--- src/rtl/sqrt_arbiter.sv ---
// ---------------------------------------------------------------------------
// sqrt_arbiter
//   Shares one external combinational square-root unit between NUM_REQ
//   requesters. Requesters are granted round-robin. The granted operand is
//   registered onto sq_num. The unit's sq_root is captured one cycle later
//   and held as a valid/ready response until the consumer accepts it.
//
// Parameters
//   NUM_REQ   : number of requesters (2..8)
//   WIDTH     : operand width
//   OUT_WIDTH : root width (WIDTH/2)
//
// Ports
//   clk        : rising-edge clock
//   rst_n      : asynchronous active-low reset
//   req_valid  : per-requester operand valid
//   req_data   : operands, requester k at [k*WIDTH +: WIDTH]
//   req_ready  : one-hot accept strobe, combinational, IDLE only
//   sq_num     : registered operand to the external sqrt unit
//   sq_root    : root returned by the external sqrt unit
//   rsp_valid  : result valid
//   rsp_ready  : consumer accepts result
//   rsp_data   : floor(sqrt(operand))
//   rsp_id     : index of the requester owning rsp_data
//   rsp_count  : (SQRT_ARB_COUNT_EN only) 16-bit wrapping handshake counter
//
// Optional feature macro: SQRT_ARB_COUNT_EN
// ---------------------------------------------------------------------------
module sqrt_arbiter #(
  parameter int NUM_REQ   = 4,
  parameter int WIDTH     = 32,
  parameter int OUT_WIDTH = 16
) (
  input  logic                       clk,
  input  logic                       rst_n,
  input  logic [NUM_REQ-1:0]         req_valid,
  input  logic [NUM_REQ*WIDTH-1:0]   req_data,
  output logic [NUM_REQ-1:0]         req_ready,
  output logic [WIDTH-1:0]           sq_num,
  input  logic [OUT_WIDTH-1:0]       sq_root,
  output logic                       rsp_valid,
  input  logic                       rsp_ready,
  output logic [OUT_WIDTH-1:0]       rsp_data,
  output logic [$clog2(NUM_REQ)-1:0] rsp_id
`ifdef SQRT_ARB_COUNT_EN
  ,
  output logic [15:0]                rsp_count
`endif
);

  localparam int IDW = $clog2(NUM_REQ);

  typedef enum logic [1:0] {
    IDLE = 2'd0,
    CALC = 2'd1,
    RESP = 2'd2
  } state_t;

  state_t         state, state_nx;
  logic [IDW-1:0] last_grant;
  logic [IDW-1:0] pick;
  logic           found;
  logic           do_grant;
  logic           handshake;

  // Round-robin search starting one past the last granted requester.
  always_comb begin
    int unsigned idx;
    idx   = 0;
    found = 1'b0;
    pick  = last_grant;
    for (int unsigned i = 1; i <= NUM_REQ; i++) begin
      idx = (int'(last_grant) + i) % NUM_REQ;
      if (!found && req_valid[idx]) begin
        found = 1'b1;
        pick  = idx[IDW-1:0];
      end
    end
  end

  always_ff @(posedge clk or negedge rst_n) begin
    if (!rst_n) state <= IDLE;
    else        state <= state_nx;
  end

  // req_ready is gated by rst_n so it reads 0 the instant reset asserts,
  // even while requesters keep req_valid high.
  always_comb begin
    state_nx  = state;
    req_ready = '0;
    do_grant  = 1'b0;
    handshake = 1'b0;
    case (state)
      IDLE: begin
        if (found && rst_n) begin
          do_grant        = 1'b1;
          req_ready[pick] = 1'b1;
          state_nx        = CALC;
        end
      end
      CALC: state_nx = RESP;
      RESP: begin
        if (rsp_valid && rsp_ready) begin
          handshake = 1'b1;
          state_nx  = IDLE;
        end
      end
      default: state_nx = IDLE;
    endcase
  end

  always_ff @(posedge clk or negedge rst_n) begin
    if (!rst_n) begin
      last_grant <= IDW'(NUM_REQ - 1);
      sq_num     <= '0;
      rsp_id     <= '0;
      rsp_data   <= '0;
      rsp_valid  <= 1'b0;
    end else begin
      if (do_grant) begin
        last_grant <= pick;
        sq_num     <= req_data[pick*WIDTH +: WIDTH];
        rsp_id     <= pick;
      end
      if (state == CALC) begin
        rsp_data  <= sq_root;
        rsp_valid <= 1'b1;
      end
      if (handshake) rsp_valid <= 1'b0;
    end
  end

`ifdef SQRT_ARB_COUNT_EN
  always_ff @(posedge clk or negedge rst_n) begin
    if (!rst_n)         rsp_count <= '0;
    else if (handshake) rsp_count <= rsp_count + 16'd1;
  end
`else
  // No response counter in the default build.
`endif

endmodule

--- config.mk ---
export PLATFORM = sky130hd
export DESIGN_NAME = sqrt_arbiter
export DESIGN_NICKNAME = d
export VERILOG_FILES = /design/src/rtl/sqrt_arbiter.sv
export SDC_FILE = /design/constraint.sdc
export NUM_CORES = 1
export LEC_CHECK = 0
export BUFFER_PORTS_ARGS = -buffer_cell sky130_fd_sc_hd__buf_2
export CORE_AREA = 2 2 105 76
export CTS_CLUSTER_SIZE = 40
export DETAILED_ROUTE_END_ITERATION = 7
export DIE_AREA = 0 0 107 78
export GPL_ROUTABILITY_DRIVEN = 0
export PLACE_DENSITY_LB_ADDON = 0.15
export SETUP_SLACK_MARGIN = 0.05
export SYNTH_ARGS = -nofsm -noshare
export SYNTH_HDL_FRONTEND = slang
export SYNTH_SLANG_ARGS = --single-unit
--- constraint.sdc ---
create_clock -name clk -period 4.01 [get_ports clk]
set_input_delay 0 -clock clk [delete_from_list [all_inputs] [get_ports clk]]
set_output_delay 0 -clock clk [all_outputs]
set_load 0.01 [all_outputs]
After elaboration in Yosys (flattened, before gate mapping)
Cells that the tools add are included.
W data, S select, Z words.
{"block": "word_totals", "out_inout_bits": 55, "inputBits": 151, "word_cells": 62, "ff_bits": 55}
{"block": "op_classes", "magnitude_cmp": 6, "n_shift": 1, "add_sub_neg": 4, "mux": 29, "n_reduce_logical": 12, "n_eq_ne": 4}
{"operator": "$shiftx A128 B8 Y32", "count": 1}
{"operator": "$lt A2 B3 Y1 const B", "count": 5}
{"operator": "$mux W1", "count": 15}
{"operator": "$mux W2", "count": 6}
{"operator": "$bmux W1 S2", "count": 4}
{"operator": "$mux W4", "count": 2}
{"operator": "$logic_and A1 B1 Y1", "count": 6}
{"operator": "$pmux W2 S3", "count": 1}
{"operator": "$add A2 B1 Y2 const B", "count": 2}
{"operator": "$add A2 B2 Y2 const B", "count": 2}
{"operator": "$ne A2 B2 Y1 const B", "count": 2}
{"operator": "$logic_not A1 Y1", "count": 3}
{"operator": "$demux W1 S2", "count": 1}
{"operator": "$eq A2 B1 Y1 const B", "count": 1}
{"operator": "$eq A2 B2 Y1 const B", "count": 1}
{"operator": "$ge A2 B1 Y1 const B", "count": 1}
{"operator": "$logic_not A2 Y1", "count": 1}
{"operator": "$reduce_and A2 Y1", "count": 1}
{"operator": "$reduce_bool A2 Y1", "count": 1}

Logic depth before layout (Yosys ltp)
{"block": "logic_depth", "ltp_word": 19, "ltp_mapped": 7, "mapped_depth_nobuf": 6}

Least setup slack after synthesis
No wires, ideal clock.
{"block": "synth_path", "path_type": "register -> register", "from": "register last_grant[1]", "to": "register sq_num[12]", "path_stages_with_launch": 7, "required_ns": 3.883, "arrival_time_ns": 1.764, "period_less_slack_ns": 1.891, "path_slack_ns": 2.119, "n_path_buf": 1, "path_cell_list": "dfstp_2 -> mux2i_1 -> o22ai_2 -> nor2_4 -> buf_2 -> mux2i_1 -> o211ai_2"}
{"block": "synth_via", "elab_chain_cells": 16, "word_cells_on_any_way": 30, "classes_between": "add/sub: 4; shift: 1; mux: 18; reduce/logical: 7"}
{"element": "from (decl)", "line_no": "60", "source": "logic [IDW-1:0] last_grant;"}
{"element": "from (signal assigned)", "line_no": "114", "source": "last_grant <= IDW'(NUM_REQ - 1);"}
{"element": "from (signal assigned)", "line_no": "121", "source": "last_grant <= pick;"}
{"element": "parallel branches: the longest is 16 deep, another holds $add A2 B1 Y2"}
{"element": "to (signal assigned)", "line_no": "122", "source": "sq_num <= req_data[pick*WIDTH +: WIDTH];"}
{"element": "to (decl)", "line_no": "39", "source": "output logic [WIDTH-1:0] sq_num,"}
Several ways; the timed one is not identified. The select of a mux whose other input is x is not followed.
A chain may end at the register's enable or synchronous reset.

Worst setup path in the final report
{"block": "layout_path", "from": "register last_grant[1]", "to": "register sq_num[6]"}
Same word-level chain as after synthesis.

==> metrics.md <==
| Metric | Value |
|---|---|
| Outcome | `finished with violations` |
| Failing checks | `hold timing` |
| Clock transition at the registers of the reported paths | `0.10 ns` |
| Length of routed wiring on met1 | `4850 um` |
| Post-synth cell types | `33` |
| # setup viols final | `0` |
| Met2 wire length | `5530 um` |
| Worst Reg-to-Reg Cells | `7` |
| TritonRoute pass-1 iters | `4` |
| Number of flops mapped to enable cells by yosys | `0` |
| Ports | `206` |
| H-tree levels | `2` |
| Synth Instances | `331` |
| Static Leak | `2.60 nW` |
| Syn Std Cell Area | `3380 sq um` |
| Skew final | `0.00795 ns` |
| TNS Setup | `0 ns` |
| Main synth FF type | `dfrtp_1` |
| Yosys top cell by area | `dfrtp_1` |
| Hold Path Origin | `req_data[86]` |
| CP startpoint kind | `flip-flop` |
| Crit share post-route | `73.4%` |
| Area share of the largest cell type after synthesis | `39.3%` |
| HPWL Detailed | `7780 um` |
| Post-synth ARST share | `100%` |
| Max Root-Sink Buffers | `2` |
| Tightest Hold Check Type | `in2reg` |
| Post-Syn Nets | `482` |
| Net Sw Power | `1.29 mW` |
| Sequential share of the synthesized area | `40.8%` |
| Final hold vios | `1` |
| Vias/cell | `5.33` |
| FMAX | `340 MHz` |
| Sequential Power Share | `32.5%` |
| Clk sinks | `55` |
| GRT Resource Usage Total | `27.3%` |
| Initial core utilization | `46.6%` |
| Unrepaired setup endpoints after global routing | `no` |
| Diode count | `0` |
| Crit path max fanout | `28` |
| Finished Core Util | `69.8%` |
| Avg Inst Size Synth | `10.2 sq um` |
| DRC | `0` |
| Vias in the first global route | `3,719` |
| Max-slew violations | `0` |
| Largest cells by area after synthesis | `dfrtp_1 39%, o211ai_2 10%, mux2i_1 9.8%, a21o_1 7.6%, mux2_2 5.3%` |
| Die X | `107 um` |
| Critical Path RT | `4.19 ns` |
| Final ANT Viol Nets | `0` |
| Global-route wire length before repair | `18,000 um` |
| Fill cell count | `578` |
| Post-synth top cells | `53 x dfrtp_1, 35 x nand2_1, 34 x a21o_1, 34 x o21ai_0, 33 x mux2i_1` |
| WHS Endpoint | `sq_num[22]` |
| Nets | `731` |
| Dpl cell area | `4420 sq um` |
| CTS Buf Count | `5` |
| Fraction of layout cells with a size suffix above 1 | `47.2%` |
| Synthesis Warnings | `0` |
| Port Buffer Count | `205` |
| Routed WL per cell | `16.8 um` |
| Root Driver | `clkbuf_8` |
| Int Power | `1.75 mW` |
| Slew headroom | `22.0%` |
| CTS tree | `built` |
| Worst r2r src | `last_grant[1]` |
| Count leader, synth | `dfrtp_1` |
| FF-to-FF setup slack | `1.07 ns` |
| Sw Ratio | `42.5%` |
| Crit path DAT | `3.12 ns` |
| Period minus WS final | `2.94 ns` |
| Max IR drop VDD | `0.293 mV` |
| Measured slew at the worst slew-check pin | `1.17 ns` |
| Worst setup EP type | `flip-flop` |
| Antenna violations before repair | `0` |
| Finished Cell Area | `5060 sq um` |
| Worst skew pair latency | `0.30 ns` |
| Rows | `26` |
| Largest net degree at the start of global routing | `56` |
| Clock network power share | `10.2%` |
| Crit path kind | `reg2reg` |
| DP Worst Slack | `1.64 ns` |
| Initial drt markers | `134` |
| FF-to-FF End | `sq_num[6]` |
| Area of the die | `8350 sq um` |
| Setup ws final | `1.07 ns` |
| Top sig layer | `met4` |
| Area delta synth->final | `49.9%` |
| WHS | `-0.00271 ns` |
| Met3 wire len | `867 um` |
| GRT overflow | `0` |
| Flop and latch count out of synthesis | `55` |
| Chip height | `78 um` |
| MaxCap Viol Count | `0` |
| Pwr per Cell Area | `602 nW/um^2` |
| Final wirelength | `11,400 um` |
| Via Count | `3,621` |
| Comb pwr share | `57.3%` |
| Hold depth | `3` |
| Core Area | `7250 sq um` |
-- critical path, cell delays in order, from the launching register on --
cell and delay [ns]:
dfstp_2 0.60, mux2i_1 0.29, o22ai_2 0.16, nor2_4 0.31
buf_4 0.49, mux2i_1 0.26, dlygate4sd3_1 0.59, o211ai_2 0.08
-- metal layers --
metal | vias up | global-route usage (%)
li1 | 1702 | -
met1 | 1738 | 34.0
met2 | 163 | 47.6
met3 | 18 | 6.47
met4 | 0 | 6.75
met5 | - | 0
-- through the flow --
stage | power, mW | std cells
after floorplan | 2.11 | 331
after global routing | 3.27 | 679
final | 3.05 | 679
after detailed placement | 2.64 | 615
after global placement | 2.59 | 615
after CTS | 3.04 | 676
-- final cells by class --
class	count	area (sq um)	share of cell area, %
Inverter	2	7.51	0.148
Clock inverter	2	12.5	0.247
Tap cell	98	123	2.42
Sequential cell	55	1380	27.2
Timing Repair Buffer	269	1650	32.5
Clock buffer	6	72.6	1.43
Multi-Input combinational cell	247	1820	36.0
-- power by group through the flow --
| stage | registers [mW] | logic (mW) | clock network (mW) |
|---|---|---|---|
| finish | 0.991 | 1.75 | 0.311 |
| global placement | 0.985 | 1.60 | 0 |
| global route | 1.03 | 1.90 | 0.344 |
| detailed placement | 0.990 | 1.65 | 0 |
| floorplan | 1.10 | 1.01 | 0 |
| CTS | 0.987 | 1.73 | 0.316 |
-- how the worst max path moves through the flow --
stage	cells past startpoint	slack [ns]	start	endpoint
2_1_floorplan	6	2.12	last_grant[1]	sq_num[12]
3_3_place_gp	6	1.77	last_grant[1]	sq_num[15]
3_5_place_dp	6	1.64	last_grant[1]	sq_num[2]
4_1_cts	7	1.14	last_grant[1]	sq_num[11]
5_1_grt	7	0.94	last_grant[1]	sq_num[6]
6_report	7	1.07	last_grant[1]	sq_num[6]
-- kinds of logic after synthesis --
kind of cell / Yosys count / synth area share, %
AO/OA/AOI/OAI: 111 / 26.7
multiplexers: 49 / 15.1
buffers and inverters: 29 / 5.18
AND/OR/NAND/NOR: 87 / 12.1
flip-flops: 55 / 40.8
-- layout by cell type (no fill, tap or decap), drive strengths merged, types with 16 or more instances in the layout --
cell type and n:
o211ai 32, dfrtp 53, a21o 34, o21ai 34, mux2i 33, mux2 16, nand3 33, nand2 35
dlygate4sd3 56, buf 213
-- what timing repair did --
item / CTS / global route
hold endpoints to repair: 91 / 2
resized for setup: 0 / 0
buffers inserted: 0 / 0
hold buffers: 53 / 3
-- sequential cells by signal, indices dropped and copies added (netlist names) --
signal and cells:
sq_num 32, state 2, rsp_id 2, rsp_data 16
rsp_valid 1, last_grant 2
Power figures use the tool's default switching activity.
